===== src/rtl/fetch_pc_sequencer.sv =====
// Instruction-fetch PC sequencer: one fetch outstanding at a time, predictor query
// on branch accept, and prioritised redirects (restart > interrupt > recover > clean).
module fetch_pc_sequencer #(
    parameter logic [39:0] RESET_PC   = 40'h0,
    parameter logic [39:0] INT_VECTOR = 40'h100,
    parameter logic [39:0] PC_STEP    = 40'd4
) (
    input  logic        clk,
    input  logic        rst,
    output logic        mem_req,
    output logic [39:0] mem_addr,
    input  logic        mem_ack,
    input  logic [31:0] mem_rdata,
    input  logic        pd_isBranch,
    input  logic        pd_needPredict,
    input  logic        pd_resolvedTaken,
    input  logic [39:0] pd_target,
    output logic        isBranchJmpCode,
    output logic        qequestBranchPrediction,
    output logic [39:0] qequestJmpAddress,
    input  logic        isJmp,
    input  logic        isRecoverPC,
    input  logic [39:0] recoverAddress,
    input  logic        askClean_FetchMod,
    input  logic        askInterHandle,
    input  logic        askRestartHandle,
    output logic        out_valid,
    input  logic        out_ready,
    output logic [31:0] out_inst,
    output logic [39:0] out_orderAddress,
    output logic [39:0] out_branchJumpAddress,
    output logic        out_branchJumpForecast
);

    // state | meaning
    // REQ   | fetch request at pc outstanding, waiting for mem_ack
    // HOLD  | fetched word presented to parsing stage, waiting for out_ready
    typedef enum logic {REQ, HOLD} state_t;

    state_t      state, state_next;
    logic [39:0] pc, pc_next;
    logic        redirect;
    logic        accept;
    logic        forecast;
    logic [39:0] seq_pc;

    assign redirect = askRestartHandle | askInterHandle | isRecoverPC | askClean_FetchMod;
    assign accept   = (state == REQ) & mem_ack & ~redirect;
    assign seq_pc   = pc + PC_STEP;

    // mem_req is held low while reset is asserted even though state already reads REQ
    assign mem_req  = (state == REQ) & rst;
    assign mem_addr = pc;

    assign isBranchJmpCode         = accept & pd_isBranch;
    assign qequestBranchPrediction = accept & pd_isBranch & pd_needPredict;
    assign qequestJmpAddress       = isBranchJmpCode ? pd_target : 40'h0;

    always_comb begin
        forecast = 1'b0;
        if (pd_isBranch) begin
            forecast = pd_needPredict ? isJmp : pd_resolvedTaken;
        end
    end

    always_comb begin
        state_next = state;
        pc_next    = pc;
        if (askRestartHandle) begin
            pc_next    = RESET_PC;
            state_next = REQ;
        end else if (askInterHandle) begin
            pc_next    = INT_VECTOR;
            state_next = REQ;
        end else if (isRecoverPC) begin
            pc_next    = recoverAddress;
            state_next = REQ;
        end else if (askClean_FetchMod) begin
            state_next = REQ;
        end else begin
            case (state)
                REQ: begin
                    if (mem_ack) begin
                        pc_next    = forecast ? pd_target : seq_pc;
                        state_next = HOLD;
                    end
                end
                HOLD: begin
                    if (out_ready) begin
                        state_next = REQ;
                    end
                end
                default: state_next = REQ;
            endcase
        end
    end

    always_ff @(posedge clk or negedge rst) begin
        if (!rst) begin
            state <= REQ;
            pc    <= RESET_PC;
        end else begin
            state <= state_next;
            pc    <= pc_next;
        end
    end

    // Presented word only loads on accept, so it cannot change while out_valid is high
    always_ff @(posedge clk or negedge rst) begin
        if (!rst) begin
            out_valid              <= 1'b0;
            out_inst               <= 32'h0;
            out_orderAddress       <= 40'h0;
            out_branchJumpAddress  <= 40'h0;
            out_branchJumpForecast <= 1'b0;
        end else begin
            if (redirect) begin
                out_valid <= 1'b0;
            end else if (accept) begin
                out_valid              <= 1'b1;
                out_inst               <= mem_rdata;
                out_orderAddress       <= seq_pc;
                out_branchJumpAddress  <= pd_isBranch ? pd_target : 40'h0;
                out_branchJumpForecast <= forecast;
            end else if ((state == HOLD) && out_ready) begin
                out_valid <= 1'b0;
            end
        end
    end

endmodule


===== config.mk =====
export PLATFORM = sky130hd
export DESIGN_NAME = fetch_pc_sequencer
export DESIGN_NICKNAME = d
export VERILOG_FILES = /design/src/rtl/fetch_pc_sequencer.sv
export SDC_FILE = /design/constraint.sdc
export NUM_CORES = 1
export LEC_CHECK = 0
export ABC_AREA = 1
export CAP_MARGIN = 5
export CELL_PAD_IN_SITES_DETAIL_PLACEMENT = 0
export CELL_PAD_IN_SITES_GLOBAL_PLACEMENT = 2
export CORE_UTILIZATION = 23
export CTS_CLUSTER_DIAMETER = 100
export DETAILED_ROUTE_END_ITERATION = 6
export PLACE_DENSITY = 0.84
export SLEW_MARGIN = 20
export SYNTH_ARGS = -nofsm -noshare
export SYNTH_HDL_FRONTEND = slang
export SYNTH_SLANG_ARGS = --single-unit

===== constraint.sdc =====
create_clock -name clk -period 3.21 [get_ports clk]
set_input_delay 0.963 -clock clk [delete_from_list [all_inputs] [get_ports clk]]
set_output_delay 0.963 -clock clk [all_outputs]
set_load 0.005 [all_outputs]

==> flow_metrics.env <==
export IMPL_viasPerCell=4.33
export IMPL_timing_critical_path_to_type="output port"
export IMPL_finalSetupTns_ps=0
export IMPL_cp_required_ps=2250
export IMPL_grt_setup_unrepaired="yes"
export IMPL_synth_fp_nets=1243
export IMPL_standard_cell_row_count=67
export IMPL_cellLeakagePower_uw=0.00597
export IMPL_initial_core_util=0.236
export IMPL_arrival_ps=2240
export IMPL_ir_worst_vdd_v=0.000358
export IMPL_clock_tree_from_tritoncts="yes"
export IMPL_die_height_um=189
export IMPL_dp_hpwl_um=24700
export IMPL_postSynthRegisterBits=155
export IMPL_floorplan_die_area_mm2=0.0356
export IMPL_post_synthesis_mean_instance_area_um2=7.17
export IMPL_worst_setup_path_type="in -> out"
export IMPL_finalHoldViolCount=0
export IMPL_synth_cell_type_count=32
export IMPL_worstSetupStartpointType="primary input"
export IMPL_route_final_wire_length_um=33500
export IMPL_netlist_top_cells_area="sky130_fd_sc_hd__dfrtp_1 48%, sky130_fd_sc_hd__nand2_1 22%, sky130_fd_sc_hd__nor2_1 5.9%"
export IMPL_finish_net_count=1591
export IMPL_clockBufferDepth=2
export IMPL_fmaxAchievable_mhz=312
export IMPL_antenna_violations_before_repair=5
export IMPL_outcome="completed"
export IMPL_timing_final_setup_violations=0
export IMPL_clk_root_buffer_cell="sky130_fd_sc_hd__clkbuf_16"
export IMPL_slew_viol_final=0
export IMPL_finalCritPeriodShare=0.998
export IMPL_min_delay_path_class="reg -> reg"
export IMPL_critical_path_peak_fanout=5
export IMPL_gp_routability_congestion=0.852
export IMPL_timing_max_cap_violations=0
export IMPL_drtPass1Iterations=4
export IMPL_powerDensity_mw_per_mm2=445
export IMPL_synth_seq_area_share=0.484
export IMPL_postSynth_topFlopCell="sky130_fd_sc_hd__dfrtp_1"
export IMPL_flow_area_growth_from_synthesis_pct=59.8
export IMPL_detail_route_iter0_violations=449
export IMPL_pin_count_of_the_biggest_net_entering_global_routing=120
export IMPL_grt_pass1_vias=8483
export IMPL_placed_cell_area_mm2=0.0119
export IMPL_number_of_i_o_pins=321
export IMPL_ys_warn_count=0
export IMPL_clk_transition_reported_paths_ps=60
export IMPL_max_slew_margin=0.532
export IMPL_die_width_um=189
export IMPL_num_vias=8345
export IMPL_synthCells=1117
export IMPL_yosys_area_top_type_share=0.484
export IMPL_floorplan_core_area_mm2=0.0339
export IMPL_post_route_cells_drive_above_1_share=0.131
export IMPL_share_of_flip_flops_with_an_asynchronous_set_or_reset=1.00
export IMPL_clock_tree_htree_level_count=4
export IMPL_grtUsageTotal=0.190
export IMPL_layout_cell_area_non_filler_mm2=0.0128
export IMPL_timing_final_crit_period_ps=3200
export IMPL_globalRouteOverflowTotal=0
export IMPL_synth_enable_flop_cells=0
export IMPL_drt_antenna_violating_nets=0
export IMPL_clock_skew_ps=10.7
export IMPL_timing_worst_slew_pin_value_ps=703
export IMPL_clk_latency_worst_skew_pair_ps=430
export IMPL_wire_per_inst_um=17.4
export IMPL_detailed_route_drc_error_count=0
export IMPL_tritoncts_num_sinks=155
export IMPL_io_buf_count=320
export IMPL_synthDominantAreaCellType="sky130_fd_sc_hd__dfrtp_1"
export IMPL_synthesis_area_mm2=0.00801
export IMPL_cts_buffers=17
export IMPL_grt_first_pass_wirelength_um=51500
==> placed cells by master (no fill, tap or decap), types with 3 or more instances in the layout <==
cell / netlist / layout
sky130_fd_sc_hd__dlygate4sd2_1: 0 / 3
sky130_fd_sc_hd__o21ai_0: 78 / 78
sky130_fd_sc_hd__clkinv_2: 0 / 4
sky130_fd_sc_hd__diode_2: 0 / 4
sky130_fd_sc_hd__nor2_4: 3 / 25
sky130_fd_sc_hd__a21oi_1: 6 / 6
sky130_fd_sc_hd__nand3b_1: 7 / 7
sky130_fd_sc_hd__o21ai_1: 55 / 55
sky130_fd_sc_hd__inv_2: 5 / 5
sky130_fd_sc_hd__o211ai_1: 3 / 3
sky130_fd_sc_hd__clkinvlp_4: 0 / 6
sky130_fd_sc_hd__buf_8: 0 / 4
sky130_fd_sc_hd__clkbuf_2: 0 / 6
sky130_fd_sc_hd__inv_1: 93 / 92
sky130_fd_sc_hd__xor2_1: 12 / 12
sky130_fd_sc_hd__nand2_1: 462 / 461
sky130_fd_sc_hd__dfrtp_1: 155 / 155
sky130_fd_sc_hd__clkdlybuf4s15_2: 0 / 6
sky130_fd_sc_hd__buf_6: 2 / 4
sky130_fd_sc_hd__clkdlybuf4s50_1: 0 / 271
sky130_fd_sc_hd__buf_12: 0 / 9
sky130_fd_sc_hd__nor2_2: 6 / 21
sky130_fd_sc_hd__clkbuf_16: 0 / 19
sky130_fd_sc_hd__a31oi_1: 7 / 7
sky130_fd_sc_hd__nand3_1: 31 / 31
sky130_fd_sc_hd__buf_2: 17 / 31
sky130_fd_sc_hd__nor2_1: 125 / 88
sky130_fd_sc_hd__buf_4: 5 / 43
sky130_fd_sc_hd__xnor2_1: 5 / 5
==> kinds of logic (layout without fill, tap and decap cells) <==
logic type / count (synthesis) / after routing / synth area share
and+or+nand+nor: 638 / 638 / 0.315
DFF: 155 / 155 / 0.484
AOI/OAI and AO/OA: 155 / 155 / 0.101
buffers and inverters: 150 / 510 / 0.0772
other: 0 / 4 / 0
adders and majority gates: 2 / 2 / 0.00312
xor gates and xnor gates: 17 / 17 / 0.0186
==> layer usage <==
metal / share of wire / GRT usage
met2: 0.44 / 0.294
met5: 0.00069 / 0
met4: 0.019 / 0.0558
met3: 0.055 / 0.0443
met1: 0.48 / 0.263
==> cell type report <==
| cell class | instances | area, um^2 |
|---|---|---|
| flip-flops and latches | 155 | 3880 |
| fillers | 3585 | 21100 |
| clock buffers | 19 | 443 |
| multi-input cells | 812 | 3730 |
| repair buffers | 380 | 3680 |
| inverters | 99 | 374 |
| diodes | 4 | 10.0 |
| clock inverters | 12 | 125 |
| well taps | 448 | 561 |
==> timing repair <==
action / CTS / global route
pin swaps: 5 / 5
buffers inserted: 12 / 3
cloned: 3 / 2
gates resized for setup: 168 / 86
hold buffers: 0 / 0
endpoints found under the setup margin: 42 / 42
==> final timing paths <==
kind / start / end / slack [ps] / cells after the start
hold / removal: out_inst[22] / out_inst[22] / 470 / 2
setup / recovery: askRestartHandle / qequestJmpAddress[31] / 6 / 13
hold reg to reg: out_inst[22] / out_inst[22] / 470 / 2
max in group asynchronous: rst / out_inst[15] / 1520 / 3
setup reg to reg: mem_addr[2] / mem_addr[22] / 1080 / 11
min in group asynchronous: rst / out_branchJumpAddress[3] / 600 / 2
==> Yosys cell counts, types with 7 or more instances <==
master / instances
sky130_fd_sc_hd__o21ai_1: 55
sky130_fd_sc_hd__nand2_1: 462
sky130_fd_sc_hd__nor2_1: 125
sky130_fd_sc_hd__buf_2: 17
sky130_fd_sc_hd__a31oi_1: 7
sky130_fd_sc_hd__dfrtp_1: 155
sky130_fd_sc_hd__clkbuf_1: 22
sky130_fd_sc_hd__xor2_1: 12
sky130_fd_sc_hd__nand3b_1: 7
sky130_fd_sc_hd__nand3_1: 31
sky130_fd_sc_hd__inv_1: 93
sky130_fd_sc_hd__o21ai_0: 78
==> worst max-delay path, cell delays in order <==
cell and delay [ps]:
sky130_fd_sc_hd__buf_8 100, sky130_fd_sc_hd__nor2_4 100, sky130_fd_sc_hd__inv_2 50, sky130_fd_sc_hd__nor2_4 90
sky130_fd_sc_hd__inv_2 40, sky130_fd_sc_hd__nor2_2 80, sky130_fd_sc_hd__inv_2 70, sky130_fd_sc_hd__nor2_8 160
sky130_fd_sc_hd__nand2_8 90, sky130_fd_sc_hd__buf_8 160, sky130_fd_sc_hd__clkbuf_16 160, sky130_fd_sc_hd__nor2_4 60
sky130_fd_sc_hd__buf_2 100
==> through the flow <==
| stage | setup WS, ps | instances | hold WS [ps] | utilization | power (uW) |
|---|---|---|---|---|---|
| finish | 5.60 | 1929 | 469 | 0.378 | 5690 |
| global route | -62.0 | 1928 | 499 | 0.378 | 6010 |
| CTS | -244 | 1923 | 474 | 0.374 | 5780 |
| detailed placement | -706 | 1877 | 459 | 0.353 | 3690 |
| global placement | -698 | 1877 | 455 | 0.353 | 3680 |
| floorplan | 236 | 1117 | 465 | - | 2760 |
==> registers in the layout (all words and copies together) (netlist names) <==
| name | count |
|---|---|
| mem_addr | 40 |
| out_branchJumpForecast | 1 |
| out_orderAddress | 40 |
| state | 1 |
| out_branchJumpAddress | 40 |
| out_valid | 1 |
| out_inst | 32 |
==> power by group <==
group,internal (uW),switching [uW],total [uW]
Clock,1160,872,2030
Combinational,744,544,1290
Sequential,2200,171,2370
Power figures use the tool's default switching activity.
